$ cat src/rtl/pc_byte_sequencer.sv
// Byte-serial program counter load (MSB first) and save (LSB first), plus a cache register.
// Latency: an operation takes PC_BYTES accepted bytes; load_done pulses the cycle after the final byte.
// Backpressure: mem_ready low stalls the byte counter; start requests while busy are dropped.
module pc_byte_sequencer #(
   parameter int PC_BYTES   = 2,
   parameter int DATA_WIDTH = 8
) (
   input  logic                             clock,
   input  logic                             reset,
   input  logic [DATA_WIDTH-1:0]            alu_out,
   input  logic                             cache_write,
   input  logic [PC_BYTES*DATA_WIDTH-1:0]   pc,
   input  logic [DATA_WIDTH-1:0]            mem_out,
   input  logic                             mem_ready,
   input  logic                             load_start,
   input  logic                             save_start,
   output logic [PC_BYTES*DATA_WIDTH-1:0]   load_out,
   output logic                             load_done,
   output logic [DATA_WIDTH-1:0]            save_out,
   output logic                             save_valid,
   output logic                             save_last,
   output logic [$clog2(PC_BYTES)-1:0]      byte_index,
   output logic                             busy,
   output logic [DATA_WIDTH-1:0]            cache_out
);

   localparam int PW = PC_BYTES * DATA_WIDTH;
   localparam int CW = $clog2(PC_BYTES);
   localparam logic [CW-1:0] LAST = CW'(PC_BYTES - 1);

   typedef enum logic [1:0] {IDLE, LOAD, SAVE} state_t;

   state_t                state;
   state_t                state_nxt;
   logic [CW-1:0]         cnt;
   logic [PW-1:0]         shadow;
   logic [PW-1:0]         shadow_nxt;
   logic [PW-1:0]         snap;
   logic [PW-1:0]         load_q;
   logic                  done_q;
   logic [DATA_WIDTH-1:0] cache_q;
   logic                  xfer;
   logic                  last_xfer;

   // A byte moves whenever a transfer is active and memory completes it.
   assign xfer      = (state != IDLE) && mem_ready;
   assign last_xfer = xfer && (cnt == LAST);

   // State register.
   always_ff @(posedge clock or posedge reset) begin
      if (reset) state <= IDLE;
      else       state <= state_nxt;
   end

   // Next-state logic: load has priority over save; requests while busy are ignored.
   always_comb begin
      state_nxt = state;
      case (state)
         IDLE: begin
            if (load_start)      state_nxt = LOAD;
            else if (save_start) state_nxt = SAVE;
         end
         LOAD, SAVE: begin
            if (last_xfer) state_nxt = IDLE;
         end
         default: state_nxt = IDLE;
      endcase
   end

   // Outputs: save stream is driven only in SAVE, everything is zero in IDLE.
   always_comb begin
      busy       = (state != IDLE);
      save_valid = 1'b0;
      save_last  = 1'b0;
      save_out   = '0;
      if (state == SAVE) begin
         save_valid = 1'b1;
         save_last  = (cnt == LAST);
         for (int i = 0; i < PC_BYTES; i++) begin
            if (i == int'(cnt)) save_out = snap[i*DATA_WIDTH +: DATA_WIDTH];
         end
      end
   end

   // Merge the incoming byte into the shadow, most significant byte at counter 0.
   always_comb begin
      shadow_nxt = shadow;
      for (int i = 0; i < PC_BYTES; i++) begin
         if (i == PC_BYTES - 1 - int'(cnt)) shadow_nxt[i*DATA_WIDTH +: DATA_WIDTH] = mem_out;
      end
   end

   // Byte counter: cleared in IDLE and after the final byte, so it never wraps mid-transfer.
   always_ff @(posedge clock or posedge reset) begin
      if (reset)              cnt <= '0;
      else if (state == IDLE) cnt <= '0;
      else if (xfer)          cnt <= (cnt == LAST) ? '0 : cnt + CW'(1);
   end

   // Load datapath: load_out only changes with a complete value, done pulses one cycle later.
   always_ff @(posedge clock or posedge reset) begin
      if (reset) begin
         shadow <= '0;
         load_q <= '0;
         done_q <= 1'b0;
      end else begin
         done_q <= 1'b0;
         if (state == LOAD && xfer) begin
            shadow <= shadow_nxt;
            if (cnt == LAST) begin
               load_q <= shadow_nxt;
               done_q <= 1'b1;
            end
         end
      end
   end

   // Snapshot pc on entry to SAVE so later pc changes cannot corrupt the stream.
   always_ff @(posedge clock or posedge reset) begin
      if (reset)                                              snap <= '0;
      else if (state == IDLE && save_start && !load_start)    snap <= pc;
   end

   // Cache register, written independently of the sequencer state.
   always_ff @(posedge clock or posedge reset) begin
      if (reset)            cache_q <= '0;
      else if (cache_write) cache_q <= alu_out;
   end

   assign load_out   = load_q;
   assign load_done  = done_q;
   assign byte_index = cnt;
   assign cache_out  = cache_q;

endmodule

$ cat config.mk
export PLATFORM = sky130hd
export DESIGN_NAME = pc_byte_sequencer
export DESIGN_NICKNAME = d
export VERILOG_FILES = /design/src/rtl/pc_byte_sequencer.sv
export SDC_FILE = /design/constraint.sdc
export NUM_CORES = 1
export LEC_CHECK = 0
export ABC_AREA = 1
export ABC_CLOCK_PERIOD_IN_PS = 4500
export CORE_UTILIZATION = 35
export CTS_CLUSTER_DIAMETER = 100
export DETAILED_ROUTE_END_ITERATION = 6
export SETUP_SLACK_MARGIN = 0.15
export SYNTH_ARGS = -nofsm -noshare
export SYNTH_HDL_FRONTEND = slang
export SYNTH_SLANG_ARGS = --single-unit
$ cat constraint.sdc
create_clock -name clock -period 4.5 [get_ports clock]
set_clock_uncertainty 0.2 [all_clocks]
set_input_delay 0.9 -clock clock [delete_from_list [all_inputs] [get_ports clock]]
set_output_delay 0.9 -clock clock [all_outputs]
set_load 0.1 [all_outputs]
# Yosys cells after proc, flatten, opt, wreduce, memory -nomap -nowiden
# Cells that the tools add are included.
[op_classes] n_reduce_logical=13 mux=15 n_addsub=2 eq_ne=5
[op_table] op="32-bit logical NOT" count=1
[op_table] op="8-bit two-way mux" count=4
[op_table] op="1-bit two-way mux" count=7
[op_table] op="2-bit two-way mux" count=3
[op_table] op="1-bit logical AND" count=5
[op_table] op="2-bit case mux with 2 select lines" count=1
[op_table] op="2-bit AND reduction" count=2
[op_table] op="2-bit nonzero test" count=2
[op_table] op="3-bit inequality test (second input constant)" count=1
[op_table] op="2-bit by 1-bit == test with 1-bit output (second input constant)" count=1
[op_table] op="2-bit == test (first input constant)" count=1
[op_table] op="2-bit == test (second input constant)" count=1
[op_table] op="2-bit logical NOT" count=1
[op_table] op="2-bit inequality test (second input constant)" count=1
[op_table] op="2-bit OR reduction" count=1
[op_table] op="1-bit by 1-bit subtractor with 2-bit output (first input constant)" count=1
[op_table] op="1-bit adder (second input constant)" count=1
[op_table] op="1-bit logical NOT" count=1
[word_totals] elab_cells=42 reg_bits=60 output_inout_bits=37

# Logic depth before layout (Yosys ltp)
[depth] ltp_word=5 mapped_depth=9 depth_no_buf=8

# Least setup slack after synthesis
# Ideal clock, no wire load.
[synth_timing] path_type="register -> output" start="reg state[0]" end="out save_out[0]" arrival_time_ns=2.850 path_slack_ns=0.550 path_stages_with_launch=5 t_required_ns=3.400 cell_sequence="dfrtp_1 inv_1 ha_1 o21ai_0 nor2_1"
[synth_between] elab_chain_len=2
[synth_rtl] item="start: declaration" line_no="33" rtl="state_t state;"
[synth_rtl] item="start signal: assignment" line_no="52" rtl="else state <= state_nxt;"
[synth_rtl] item="2-bit == test" line_no="76" rtl="if (state == SAVE) begin"
[synth_rtl] item="8-bit two-way mux" line_no="76"
[synth_rtl] item="end: declaration" line_no="19" rtl="output logic [DATA_WIDTH-1:0] save_out,"
# Every way passes these cells.

# Worst setup path in the final report
[layout_timing] start="reg state[0]" end="out save_out[7]"
# Same word-level chain as after synthesis.

==> flow_metrics.py <==
metrics = {
    "status": {
        "status": "finished, final reports clean",
    },
    "synth": {
        "postSynthCellCount": 245,
        "async_reset_ff_frac": 1.00,
        "ys_seq_area_frac": 0.581,
        "syn_avg_cell_area_um2": 9.14,
        "synthTopCellsByArea": "dfrtp_1, nand2_1, mux2_2",
        "syn_area_um2": 2240,
        "mappedNetlistNets": 286,
        "yosys.area.top_type_share": 0.581,
        "synth_area_leader_cell": "dfrtp_1",
        "ys_seq_elements": 52,
        "synth_enable_flop_cells": 0,
        "yosys.cell_types.count": 21,
        "yosys_warnings": 0,
        "synth_most_common_cell": "nand2_1",
        "synth_commonest_cells": "nand2_1, dfrtp_1, nor2_1",
        "synth_flop_cell": "dfrtp_1",
    },
    "hold_path": {
        "hold_class": "flop to flop",
    },
    "grt": {
        "grt_start_max_net_pins": 53,
        "grt_pass1_wl_um": 7880,
        "grt_pass1_vias": 1652,
        "track_usage": 0.157,
        "antenna_found_initial": 0,
        "grt-busiest-layer": "met2",
        "use_met3": 0.0333,
        "use_met1": 0.221,
        "overflow": 0,
        "grtUsageMet2": 0.232,
    },
    "clock_tree": {
        "postCtsHoldBufs": 0,
        "root_buffer": "clkbuf_8",
        "cts_tree": "done",
        "cts_buffers": 5,
        "insertion_delay_ns": 0.30,
        "clk_pin_slew_ns": 0.09,
        "cts.repair.resized": 0,
        "cts_sinks": 52,
        "cts_setup_buffers": 0,
        "clk_path_buf_depth": 2,
        "htreeDepth": 2,
    },
    "pwr": {
        "power.leakage_uw": 0.00156,
        "power_uw": 2470,
        "swShare": 0.535,
        "p_seq_frac": 0.313,
        "p_int_uw": 1150,
        "powerDensity_nw_per_um2": 792,
        "power_switching_uw": 1320,
        "clockPowerShare": 0.130,
        "p_comb_frac": 0.557,
        "ir_drop_v": 0.000377,
    },
    "setup_path": {
        "arrival_ns": 2.52,
        "critPathLaunchType": "flop",
        "endpoint_kind": "output port",
        "required_ns": 3.40,
        "crit_type": "flop to output port",
        "critPathMaxFanout": 10,
    },
    "sta": {
        "worst_slew_pin_slew_ns": 1.04,
        "period_minus_slack_ns": 3.62,
        "finalHoldViolations": 0,
        "drv_slew": 0,
        "maxSlewHeadroom": 0.309,
        "grt_setup_unrepaired": "false",
        "final.period_utilization": 0.805,
        "max_freq_ghz": 0.276,
        "setup_tns_ns": 0,
        "finalSetupViolations": 0,
    },
    "place": {
        "placed_cell_area_um2": 3010,
        "port-buffer-count": 74,
        "place.gp.congestion": 0.729,
        "dp_hpwl_um": 3300,
    },
    "floorplanning": {
        "die_h_um": 82.0,
        "initial_utilization": 0.369,
        "num_rows": 28,
        "die_area_um2": 6720,
        "core_area_um2": 6060,
        "die_x_um": 82.0,
        "pin_count": 75,
    },
    "detailed_routing": {
        "avgViaCountPerCell": 4.44,
        "antenna_left": 0,
        "drtIter0Drc": 75,
        "wl_um": 4740,
        "first_pass_iters": 4,
        "num_vias": 1750,
        "drt-wirelength-per-cell_um": 12.0,
        "drc": 0,
    },
    "cells_and_area": {
        "nets": 359,
        "num_antenna_cells": 0,
        "n_fill_cell": 596,
        "drive_gt1_frac": 0.107,
        "area_delta_synth_final_pct": 39.2,
        "final_design_area_no_fill_um2": 3120,
    },
    "run": {
        "maxCapViolCount": 0,
    },
}
-- worst max-delay path, stage by stage, from the launching register on --
cell	delay, ns
dfrtp_1	0.41
inv_1	0.09
ha_1	0.33
o21ai_0	0.14
nor2_1	0.11
clkdlybuf4s50_1	1.14
-- cells in the final DEF, fill, tap and decap left out --
| cell type | netlist | routed |
|---|---|---|
| buf_4 | 2 | 2 |
| bufinv_16 | 0 | 1 |
| clkbuf_8 | 0 | 5 |
| clkdlybuf4s50_1 | 0 | 72 |
| clkinv_2 | 1 | 2 |
| clkinvlp_4 | 0 | 1 |
| dfrtp_1 | 52 | 52 |
| ha_1 | 3 | 3 |
| inv_1 | 17 | 16 |
| inv_2 | 1 | 2 |
| inv_4 | 1 | 1 |
| mux2_2 | 8 | 8 |
| nand2_1 | 107 | 107 |
| nand2_4 | 1 | 1 |
| nand3_1 | 3 | 3 |
| nand3_2 | 1 | 1 |
| nand3_4 | 1 | 1 |
| nor2_1 | 23 | 23 |
| nor2_4 | 1 | 1 |
| nor3_1 | 1 | 1 |
| o21ai_0 | 8 | 8 |
| o21ai_2 | 8 | 8 |
-- per-layer routing --
layer	share of wire	vias to the layer above
met1	0.50	802
met2	0.43	54
li1	-	888
met4	0.015	0
met3	0.055	6
met5	0	-
-- final timing paths --
kind / startpoint / to / slack [ns] / cells after the start
worst max register to register: state[0] / shadow[8] / 2.65 / 6
max in group asynchronous: reset / snap[12] / 2.49 / 2
min in group asynchronous: reset / cache_out[1] / 0.96 / 2
worst min-delay path: shadow[12] / load_out[12] / 0.28 / 2
worst max-delay path: state[0] / save_out[7] / 0.88 / 5
worst min register to register: shadow[12] / load_out[12] / 0.28 / 2
-- power by group through the flow --
stage | Combinational [uW] | Clock [uW] | Sequential (uW)
2_1_floorplan | 491 | 0 | 1340
3_3_place_gp | 1370 | 0 | 777
3_5_place_dp | 1380 | 0 | 781
4_1_cts | 1390 | 334 | 775
5_1_grt | 1460 | 349 | 802
6_report | 1370 | 320 | 773
-- layout make-up --
type / count / area, um^2 / area share
clock buffers: 5 / 68.8 / 0.0221
clock inverters: 3 / 42.5 / 0.0136
inverters: 20 / 78.8 / 0.0253
multi-input cells: 165 / 796 / 0.255
flip-flops and latches: 52 / 1300 / 0.418
well taps: 75 / 93.8 / 0.0301
repair buffers: 74 / 736 / 0.236
-- state kept, by name (all words and copies together) (netlist names) --
register	cells
load_out	16
snap	16
cache_out	8
shadow	8
state	2
byte_index	1
load_done	1
-- stage by stage --
stage	instances	util	hold WS (ns)	setup WS, ns
4_1_cts	394	0.514	0.284	0.847
5_1_grt	394	0.514	0.309	0.638
3_3_place_gp	386	0.496	0.254	1.25
2_1_floorplan	245	-	0.242	0.550
3_5_place_dp	386	0.496	0.259	1.21
6_report	394	0.514	0.278	0.876
-- kinds of logic after synthesis --
kind of cell,after synthesis,share of synthesized area
and+or+nand+nor,138,0.249
AOI/OAI and AO/OA,16,0.0492
adders and majority gates,3,0.0168
muxes,8,0.0402
buffers and inverters,28,0.0632
DFF,52,0.581
Note: power is estimated with default switching activity, not from simulation.
